--- config.mk ---
export PLATFORM = sky130hd
export DESIGN_NAME = wolfram_ca_engine
export DESIGN_NICKNAME = d
export VERILOG_FILES = /design/src/rtl/wolfram_ca_pkg.sv /design/src/rtl/wolfram_ca_cell.sv /design/src/rtl/wolfram_ca_engine.sv
export SDC_FILE = /design/constraint.sdc
export NUM_CORES = 1
export LEC_CHECK = 0
export BUFFER_PORTS_ARGS = -buffer_cell sky130_fd_sc_hd__buf_2
export CAP_MARGIN = 10
export CORE_ASPECT_RATIO = 1.1
export CORE_MARGIN = 5
export CORE_UTILIZATION = 50
export DETAILED_ROUTE_END_ITERATION = 10
export GPL_TIMING_DRIVEN = 0
export PLACE_DENSITY_LB_ADDON = 0.05
export SLEW_MARGIN = 20
export SYNTH_ARGS = -nofsm -noshare
export SYNTH_HDL_FRONTEND = slang
export SYNTH_SLANG_ARGS = --single-unit
--- constraint.sdc ---
create_clock -name clk -period 2.2 [get_ports clk]
set_clock_uncertainty 0.1 [all_clocks]
set_input_delay 0.44 -clock clk [delete_from_list [all_inputs] [get_ports clk]]
set_output_delay 0.44 -clock clk [all_outputs]
set_load 0.02 [all_outputs]
--- src/rtl/wolfram_ca_pkg.sv ---
// Shared types and constants for the Wolfram elementary cellular automaton engine.
package wolfram_ca_pkg;

    localparam int RULE_W = 8;
    localparam int NBHD_W = 3;

    typedef enum logic [1:0] {
        ST_IDLE = 2'd0,
        ST_RUN  = 2'd1,
        ST_DONE = 2'd2
    } ca_state_e;

endpackage

--- src/rtl/wolfram_ca_cell.sv ---
// Single-cell rule lookup: the 3-bit neighbourhood selects one bit of the rule number.
module wolfram_ca_cell
    import wolfram_ca_pkg::*;
(
    input  logic [NBHD_W-1:0] i_nbhd,
    input  logic [RULE_W-1:0] i_rule,
    output logic              o_next
);

    assign o_next = i_rule[i_nbhd];

endmodule

--- src/rtl/wolfram_ca_engine.sv ---
// Load/run/drain engine that advances a 1-D elementary CA one generation per clock.
//
// state   | meaning
// --------+-------------------------------------------------------------
// IDLE    | waiting for a load; cells_o/gen_o keep the last result
// RUN     | one generation per cycle until remaining reaches zero
// DONE    | result held on cells_o/gen_o until out_ready_i
module wolfram_ca_engine
    import wolfram_ca_pkg::*;
#(
    parameter int N_CELLS = 16,
    parameter int CNT_W   = 8
) (
    input  logic               clk,
    input  logic               rst_n,
    input  logic [RULE_W-1:0]  rule_i,
    input  logic               wrap_i,
    input  logic [CNT_W-1:0]   steps_i,
    input  logic [N_CELLS-1:0] load_data_i,
    input  logic               load_valid_i,
    output logic               load_ready_o,
    input  logic               abort_i,
    output logic [N_CELLS-1:0] cells_o,
    output logic [CNT_W-1:0]   gen_o,
    output logic               busy_o,
    output logic               out_valid_o,
    input  logic               out_ready_i
);

    ca_state_e          r_state, w_state_nxt;
    logic [N_CELLS-1:0] r_cells, w_cells_nxt;
    logic [CNT_W-1:0]   r_gen, w_gen_nxt;
    logic [CNT_W-1:0]   r_remaining, w_remaining_nxt;
    logic [RULE_W-1:0]  r_rule, w_rule_nxt;
    logic               r_wrap, w_wrap_nxt;
    logic [N_CELLS-1:0] w_next_gen;
    logic [N_CELLS-1:0] w_left;
    logic [N_CELLS-1:0] w_right;

    // L comes from the higher-index neighbour, R from the lower-index one.
    for (genvar gi = 0; gi < N_CELLS; gi++) begin : g_cell
        if (gi == N_CELLS - 1) begin : g_top
            assign w_left[gi] = r_wrap & r_cells[0];
        end else begin : g_mid_l
            assign w_left[gi] = r_cells[gi+1];
        end
        if (gi == 0) begin : g_bot
            assign w_right[gi] = r_wrap & r_cells[N_CELLS-1];
        end else begin : g_mid_r
            assign w_right[gi] = r_cells[gi-1];
        end

        wolfram_ca_cell u_cell (
            .i_nbhd ({w_left[gi], r_cells[gi], w_right[gi]}),
            .i_rule (r_rule),
            .o_next (w_next_gen[gi])
        );
    end

    assign load_ready_o = (r_state == ST_IDLE) && !abort_i;
    assign busy_o       = (r_state == ST_RUN);
    assign out_valid_o  = (r_state == ST_DONE);
    assign cells_o      = r_cells;
    assign gen_o        = r_gen;

    always_comb begin
        w_state_nxt     = r_state;
        w_cells_nxt     = r_cells;
        w_gen_nxt       = r_gen;
        w_remaining_nxt = r_remaining;
        w_rule_nxt      = r_rule;
        w_wrap_nxt      = r_wrap;
        if (abort_i) begin
            w_state_nxt = ST_IDLE;
        end else begin
            case (r_state)
                ST_IDLE: begin
                    if (load_valid_i) begin
                        w_state_nxt     = ST_RUN;
                        w_cells_nxt     = load_data_i;
                        w_rule_nxt      = rule_i;
                        w_wrap_nxt      = wrap_i;
                        w_remaining_nxt = steps_i;
                        w_gen_nxt       = '0;
                    end
                end
                ST_RUN: begin
                    if (r_remaining != '0) begin
                        w_cells_nxt     = w_next_gen;
                        w_remaining_nxt = r_remaining - 1'b1;
                        w_gen_nxt       = r_gen + 1'b1;
                    end else begin
                        w_state_nxt = ST_DONE;
                    end
                end
                ST_DONE: begin
                    if (out_ready_i) begin
                        w_state_nxt = ST_IDLE;
                    end
                end
                default: w_state_nxt = ST_IDLE;
            endcase
        end
    end

    always_ff @(posedge clk or negedge rst_n) begin
        if (!rst_n) begin
            r_state     <= ST_IDLE;
            r_cells     <= '0;
            r_gen       <= '0;
            r_remaining <= '0;
            r_rule      <= '0;
            r_wrap      <= 1'b0;
        end else begin
            r_state     <= w_state_nxt;
            r_cells     <= w_cells_nxt;
            r_gen       <= w_gen_nxt;
            r_remaining <= w_remaining_nxt;
            r_rule      <= w_rule_nxt;
            r_wrap      <= w_wrap_nxt;
        end
    end

endmodule

==> results.json, run 1 <==
{
  "wl_per_cell_um": 17.7,
  "yosysTopAreaCell": "dfrtp_1",
  "p_leak_uw": 0.00156,
  "outcome": "finished clean",
  "slowest_stage": "dfrtp_1",
  "maxCapViolations": 0,
  "layout-drive-gt1-share": 0.319,
  "worstPathArrival_ns": 1.54,
  "worst-r2r-cell-count": 8,
  "yosysMostFrequentCell": "nand2_1",
  "areaGrowthSynthToFinish_pct": 16.7,
  "vias": 2584,
  "ant_nets": 0,
  "numCtsBuffers": 5,
  "ys_types": 50,
  "synth_area_per_cell_um2": 10.2,
  "overflow": 0,
  "routed_via_density": 5.82,
  "nets": 407,
  "crit_family": "buffers and inverters",
  "drv_slew": 0,
  "cts_root_buf": "clkbuf_8",
  "cts_num_sinks": 43,
  "drt_iter0_markers": 211,
  "drt_wl_total_mm": 7.88,
  "yosysSeqAreaShare": 0.355,
  "start_util": 0.518,
  "crit_required_ns": 1.66,
  "crit_top_cell": "buf_2",
  "path_depth": 4,
  "fillers": 545,
  "stdcell_count": 444,
  "first_global_vias": 2546,
  "place.gp.congestion": 0.871,
  "cellPowerDensity_nw_per_um2": 842,
  "startpoint": "r_state[1]",
  "dieArea_um2": 7710,
  "cts_setup_buffers": 0,
  "grt_pass1_wl_mm": 13.0,
  "dr.pass1.iters": 4,
  "yosys_warnings": 0,
  "path_max_fanout": 8,
  "setup-violations-final": 0,
  "ys.flop_type": "dfrtp_1",
  "drc_errors": 0,
  "io_pins": 65,
  "n_antenna_cell": 0,
  "die_h_um": 91.6,
  "port_buffers": 63,
  "grt_util_all_layers": 0.211,
  "synth_edf_count": 0,
  "synthArstFlopShare": 1.00,
  "rsz0062_at_grt": "false",
  "endpoint_kind": "primary output",
  "hpwlAfterDp_mm": 5.73,
  "grt_max_degree": 44,
  "syn_area_um2": 3030,
  "hold_viol": 0,
  "worstSkewPairLatency_ns": 0.29,
  "dp.cells": 437,
  "crit_type": "reg2out",
  "multi_input_area_um2": 1780,
  "htreeDepth": 2,
  "ys_top_cells_by_count": "nand2_1, dfrtp_1, mux4_2",
  "min_path_type": "in2async",
  "fin_hold_ws_ns": 0.0357,
  "synthesis.nets": 338,
  "antenna_found_initial": 0,
  "core_region_area_um2": 5840,
  "netlist_instances": 297,
  "fin_tns_setup_ns": 0,
  "post_synth_main_area_contributors": "dfrtp_1, mux4_2, nand2_1",
  "path_cells": "buf_2, nand2b_1, inv_1, buf_2",
  "synth_top_area_frac": 0.355,
  "seqCellArea_um2": 1080,
  "r2r_end": "r_remaining[0]",
  "cts_tree": "done",
  "ys_ff_latch": 43,
  "critPathCapture": "busy_o",
  "tightest_slew_ns": 0.604,
  "cts_buffer_depth": 2,
  "cp_num_buf_inv": 3,
  "reg2reg_slack_ns": 0.14,
  "period_share": 0.944,
  "fmax_mhz": 482,
  "relSlewSlack": 0.597,
  "slowest_delay_ns": 0.37,
  "cts_hold_buf": 0,
  "cts.reportedPaths.clkPinSlew_ns": 0.09,
  "rows": 29,
  "die_width_um": 84.2,
  "start_kind": "flip-flop",
  "ir_worst_vdd_mv": 0.359,
  "reg2reg_from": "r_remaining[0]",
  "min_period_ns": 2.08
}
==> placed cells by master (no fill, tap or decap), types with 2 or more instances in the layout <==
cell / instances
buf_2: 65
nand2_1: 59
dfrtp_1: 43
mux4_2: 29
nor2_1: 24
o21ai_0: 16
clkbuf_1: 15
a21oi_1: 12
inv_1: 8
a22oi_1: 8
mux2i_1: 7
a221o_1: 7
nand3_1: 6
buf_1: 5
xor2_1: 5
clkbuf_8: 5
nor3_1: 3
nor2b_1: 3
buf_6: 3
nand4_1: 3
ha_1: 3
nand2b_1: 2
clkbuf_2: 2
buf_4: 2
or3_1: 2
and4_1: 2
a311oi_1: 2
==> per-stage QoR <==
step	cell area, µm²	util	worst slack (ns)	total power, µW
after floorplan	3030	-	0.248	2130
after global placement	3440	0.589	-0.0313	2470
after detailed placement	3440	0.589	0.0115	2490
after CTS	3520	0.603	0.0667	3000
after global routing	3530	0.605	0.00439	3190
final	3530	0.605	0.124	2970
==> state kept, by name, indices dropped and copies added (netlist names) <==
register	cells
r_remaining	8
gen_o	8
r_rule	8
r_wrap	1
cells_o	16
r_state	2
==> layout make-up <==
class / count / share of cell area
clock inverter: 2 / 0.00354
buffer: 28 / 0.0390
inverter: 9 / 0.0103
timing repair buffer: 63 / 0.0899
sequential: 43 / 0.305
clock buffer: 6 / 0.0205
tap: 77 / 0.0273
multi-input combinational: 216 / 0.505
==> kinds of logic after synthesis <==
| group | share of synthesized area |
|---|---|
| AND/OR/NAND/NOR | 0.188 |
| AO/OA/AOI/OAI | 0.130 |
| flip-flops | 0.355 |
| buffers and inverters | 0.0583 |
| multiplexers | 0.239 |
| XOR/XNOR | 0.0174 |
| adder cells (fa/ha/maj) | 0.0124 |
==> worst min-delay path by stage <==
stage,startpoint,end,slack (ns),depth (start not counted)
2_1_floorplan,rst_n,cells_o[0],0.04,0
3_5_place_dp,r_wrap,r_wrap,0.39,2
4_1_cts,rule_i[5],r_rule[5],0.22,3
3_3_place_gp,r_wrap,r_wrap,0.39,2
5_1_grt,rst_n,gen_o[3],0.08,1
6_report,rst_n,gen_o[3],0.04,1
==> layer usage <==
metal	GRT usage	share of wire	vias to the layer above
li1	-	-	1242
met1	0.308	0.45	1236
met2	0.331	0.47	97
met3	0.0323	0.065	9
met4	0.0550	0.012	0
met5	0	0	-
==> report_power, final <==
group	leakage, µW	internal, µW	switching [µW]	total [µW]
Combinational	0.000980	658	653	1310
Sequential	0.000538	942	223	1170
Clock	0.0000412	222	275	498
Total	0.00156	1820	1150	2970
==> repair_timing <==
action	CTS	global route
endpoints found under the setup margin	1	11
gates resized for setup	0	3
endpoints found under the hold margin	0	0
Power figures use the tool's default switching activity.
==> inputs of run 2 (changes only) <==
CORE_UTILIZATION = 55   (was 50)
RECOVER_POWER = 100   (was not set)
==> results.json, run 2 (same netlist as run 1, synthesis figures left out) <==
{
  "outcome": "finished clean",
  "grt_max_degree": 44,
  "reg2reg_from": "r_remaining[0]",
  "startpoint": "r_state[1]",
  "maxCapViolations": 0,
  "worstSkewPairLatency_ns": 0.31,
  "nets": 407,
  "place_area_um2": 3440,
  "areaGrowthSynthToFinish_pct": 16.4,
  "cts_root_buf": "clkbuf_8",
  "final_cell_mix": "nand2_1, dfrtp_1, clkbuf_1",
  "p_leak_uw": 0.00149,
  "path_max_fanout": 8,
  "n_antenna_cell": 0,
  "cellPowerDensity_nw_per_um2": 880,
  "endpoint_kind": "primary output",
  "layout-drive-gt1-share": 0.253,
  "tightest_slew_ns": 1.11,
  "r2r_end": "r_remaining[3]",
  "min_path_type": "in2reg",
  "port_buffers": 63,
  "worst-r2r-cell-count": 9,
  "drc_errors": 0,
  "start_kind": "flip-flop",
  "p_clk_frac": 0.206,
  "drt_wl_total_mm": 8.17,
  "first_global_vias": 2715,
  "drv_slew": 0,
  "place.gp.congestion": 0.856,
  "cts_tree": "done",
  "combPwrFrac": 0.417,
  "htreeDepth": 2,
  "dr.pass1.iters": 5,
  "crit_required_ns": 1.66,
  "grt_pass1_wl_mm": 13.6,
  "rows": 28,
  "overflow": 0,
  "relSlewSlack": 0.258,
  "switching_share": 0.385,
  "reg2reg_slack_ns": 0.13,
  "period_share": 0.951,
  "drt_iter0_markers": 281,
  "power.internal_uw": 1910,
  "crit_type": "reg2out",
  "io_pins": 65,
  "ant_nets": 0,
  "numCtsBuffers": 5,
  "cts_hold_buf": 0,
  "vias": 2667,
  "core_region_area_um2": 5360,
  "p_total_uw": 3100,
  "p_sw_uw": 1190,
  "cts_num_sinks": 43,
  "worstPathArrival_ns": 1.55,
  "cts_setup_buffers": 0,
  "seqPwrFrac": 0.376,
  "start_util": 0.565,
  "cts.reportedPaths.clkPinSlew_ns": 0.08,
  "dieArea_um2": 7090,
  "die_h_um": 87.8,
  "routed_via_density": 6.03,
  "setup-violations-final": 0,
  "fin_tns_setup_ns": 0,
  "grt_util_all_layers": 0.253,
  "hold_start": "rule_i[2]",
  "cts_buffer_depth": 2,
  "die_width_um": 80.7,
  "antenna_found_initial": 0,
  "largest_register_ff_count": 16,
  "fillers": 486,
  "min_period_ns": 2.09,
  "hold_viol": 0,
  "wl_per_cell_um": 18.5,
  "critPathCapture": "busy_o",
  "fmax_mhz": 478,
  "hpwlAfterDp_mm": 5.75,
  "ir_worst_vdd_mv": 0.504,
  "rsz0062_at_grt": "false",
  "design_area_um2": 3520,
  "layout_commonest_cell": "nand2_1"
}
run 2: changes by cell type in the layout (fill, tap and decap cells not counted), sizes merged:
cell / delta
clkbuf: +27
clkinvlp: -1
buf: -28
clkinv: +1
bufinv: +1
run 2: stage by stage:
step | setup slack [ns] | cells | util | hold WS [ns]
global placement | -0.00274 | 435 | 0.641 | 0.399
floorplan | 0.248 | 297 | - | 0.0444
global route | 0.00996 | 442 | 0.658 | 0.222
detailed placement | 0.0237 | 435 | 0.641 | 0.424
CTS | 0.0429 | 443 | 0.662 | 0.218
finish | 0.109 | 442 | 0.658 | 0.219
run 2: repair_timing:
| action | 4_1_cts | 5_1_grt |
|---|---|---|
| endpoints found under the setup margin | 0 | 12 |
| resized for setup | 0 | 3 |
| hold endpoints to repair | 0 | 0 |
run 2: worst max-delay path, cell delays in order, from the launching register on:
cell      delay [ns]
dfrtp_1         0.36
buf_2           0.18
nand2b_1        0.31
inv_1           0.20
clkbuf_2        0.19
run 2: final cells by class:
cell class,instances,area (µm²),share of cell area
Multi-Input combinational cell,216,1780,0.506
Sequential cell,43,1080,0.305
Clock inverter,3,43.8,0.0124
Tap cell,75,93.8,0.0266
Timing Repair Buffer,63,284,0.0806
Buffer,28,138,0.0390
Clock buffer,5,68.8,0.0195
Inverter,9,36.3,0.0103
run 2: worst min path at each step:
stage	endpoint	slack [ns]	cells past startpoint
6_report	r_rule[2]	0.22	3
5_1_grt	r_wrap	0.22	3
4_1_cts	r_rule[2]	0.22	3
3_5_place_dp	r_wrap	0.42	2
3_3_place_gp	r_wrap	0.40	2
2_1_floorplan	cells_o[0]	0.04	0
run 2: power groups by stage:
stage	registers, µW	logic [µW]	clock network [µW]
floorplan	1250	885	0
global placement	1160	1300	0
detailed placement	1170	1320	0
CTS	1160	1330	649
global route	1190	1420	683
finish	1170	1300	640
run 2: layer usage:
layer | global-route usage | vias to the layer above | wire (µm) | part of all wire
met5 | 0 | - | 0 | 0
met4 | 0.0538 | 0 | 65 | 0.0080
met3 | 0.0442 | 7 | 645 | 0.079
met2 | 0.406 | 130 | 3970 | 0.49
met1 | 0.364 | 1297 | 3490 | 0.43
li1 | - | 1233 | - | -
==> inputs of run 3 (changes only) <==
CORE_UTILIZATION = 50   (was 55)
CTS_BUF_LIST = sky130_fd_sc_hd__clkbuf_4   (was not set)
GPL_TIMING_DRIVEN = not set   (was 0)
==> results.json, run 3 (same netlist as run 1, synthesis figures left out) <==
{
  "cts_setup_buffers": 0,
  "hold_viol": 0,
  "ir_worst_vdd_mv": 0.467,
  "slowest_delay_ns": 0.44,
  "grt_pass1_wl_mm": 13.1,
  "htreeDepth": 2,
  "cts_num_sinks": 43,
  "largest_register_ff_count": 16,
  "io_pins": 65,
  "n_antenna_cell": 0,
  "rsz0062_at_grt": "false",
  "place.gp.congestion": 0.818,
  "endpoint_kind": "flip-flop",
  "rows": 29,
  "dieArea_um2": 7710,
  "min_path_type": "in2reg",
  "setup-violations-final": 0,
  "p_leak_uw": 0.00143,
  "nets": 388,
  "start_util": 0.518,
  "tightest_slew_ns": 1.03,
  "cts_root_buf": "clkbuf_4",
  "core_region_area_um2": 5840,
  "antenna_found_initial": 0,
  "fillers": 548,
  "cts.reportedPaths.clkPinSlew_ns": 0.13,
  "grt_util_all_layers": 0.210,
  "areaGrowthSynthToFinish_pct": 11.9,
  "drc_errors": 0,
  "crit_type": "reg2reg",
  "grt_max_degree": 34,
  "port_buffers": 64,
  "final_cell_mix": "nand2_1, dfrtp_1, buf_2",
  "startpoint": "r_remaining[0]",
  "routed_via_density": 6.05,
  "layout-drive-gt1-share": 0.256,
  "hold_start": "rule_i[7]",
  "fin_hold_ws_ns": 0.158,
  "dp.cells": 416,
  "cp_num_buf_inv": 1,
  "drt_wl_total_mm": 7.75,
  "fmax_mhz": 487,
  "crit_family": "compound AO/OA/AOI/OAI gates",
  "die_h_um": 91.6,
  "drv_slew": 0,
  "slowest_stage": "dfrtp_1",
  "outcome": "finished clean",
  "overflow": 0,
  "ant_nets": 0,
  "die_width_um": 84.2,
  "start_kind": "flip-flop",
  "vias": 2573,
  "hpwlAfterDp_mm": 5.39,
  "min_period_ns": 2.05,
  "maxCapViolations": 0,
  "dr.pass1.iters": 4,
  "cellPowerDensity_nw_per_um2": 835,
  "drt_iter0_markers": 344,
  "worstPathArrival_ns": 2.19,
  "fin_tns_setup_ns": 0,
  "first_global_vias": 2526,
  "layout_commonest_cell": "nand2_1",
  "worstSkewPairLatency_ns": 0.36,
  "path_max_fanout": 12,
  "crit_required_ns": 2.34,
  "stdcell_count": 425,
  "numCtsBuffers": 5,
  "cts_tree": "done",
  "period_share": 0.934,
  "path_cells": "inv_1, ha_1, nor4b_4, a211o_1, a21oi_1, o21ai_0, o311ai_0",
  "cts_buffer_depth": 2,
  "wl_per_cell_um": 18.2,
  "relSlewSlack": 0.314,
  "reg2reg_from": "r_remaining[0]"
}
-- run 3: timing repair --
item | in CTS | in global routing
resized for setup | 0 | 0
endpoints found under the hold margin | 18 | 0
hold buffers | 1 | 0
-- run 3: final timing paths --
check                           slack, ns  cells after the start        endpoint
worst max register to register       0.15                      7  r_remaining[7]
worst max-delay path                 0.15                      7  r_remaining[7]
min in group asynchronous            0.65                      2  r_remaining[0]
max in group asynchronous            0.32                      3       r_rule[3]
worst min register to register       0.42                      2          r_wrap
worst min-delay path                 0.16                      3       r_rule[7]
-- run 3: metal layers --
layer	GRT usage	vias up	routed length [µm]
li1	-	1194	-
met1	0.324	1268	3640
met2	0.307	103	3500
met3	0.0385	8	519
met4	0.0483	0	86
met5	0	-	0
-- run 3: cell type report --
type | instances | area (µm²) | area share
multi-input cells | 216 | 1780 | 0.525
inverters | 9 | 36.3 | 0.0107
flip-flops and latches | 43 | 1080 | 0.317
well taps | 77 | 96.3 | 0.0284
clock buffers | 7 | 52.6 | 0.0155
clock inverters | 1 | 5.00 | 0.00148
repair buffers | 72 | 344 | 0.102
-- run 3: report_power, final --
| part | switching [µW] | internal [µW] | leakage (µW) | total, µW |
|---|---|---|---|---|
| clock | 266 | 150 | 0.0000361 | 416 |
| combinational | 457 | 605 | 0.000859 | 1060 |
| sequential | 412 | 938 | 0.000538 | 1350 |
-- run 3: metrics by stage --
stage | setup slack [ns] | utilization | cell area [µm²] | total power, µW
2_1_floorplan | 0.248 | - | 3030 | 2130
3_3_place_gp | 0.243 | 0.580 | 3390 | 2440
3_5_place_dp | 0.146 | 0.580 | 3390 | 2470
4_1_cts | 0.110 | 0.592 | 3460 | 2880
5_1_grt | 0.00427 | 0.580 | 3390 | 3020
6_report | 0.146 | 0.580 | 3390 | 2830
-- run 3: tightest hold or removal path: cells and delay by family --
kind | cells | cell delay [ns]
and+or+nand+nor | 2 | 0.08
buffers and inverters | 1 | 0.07
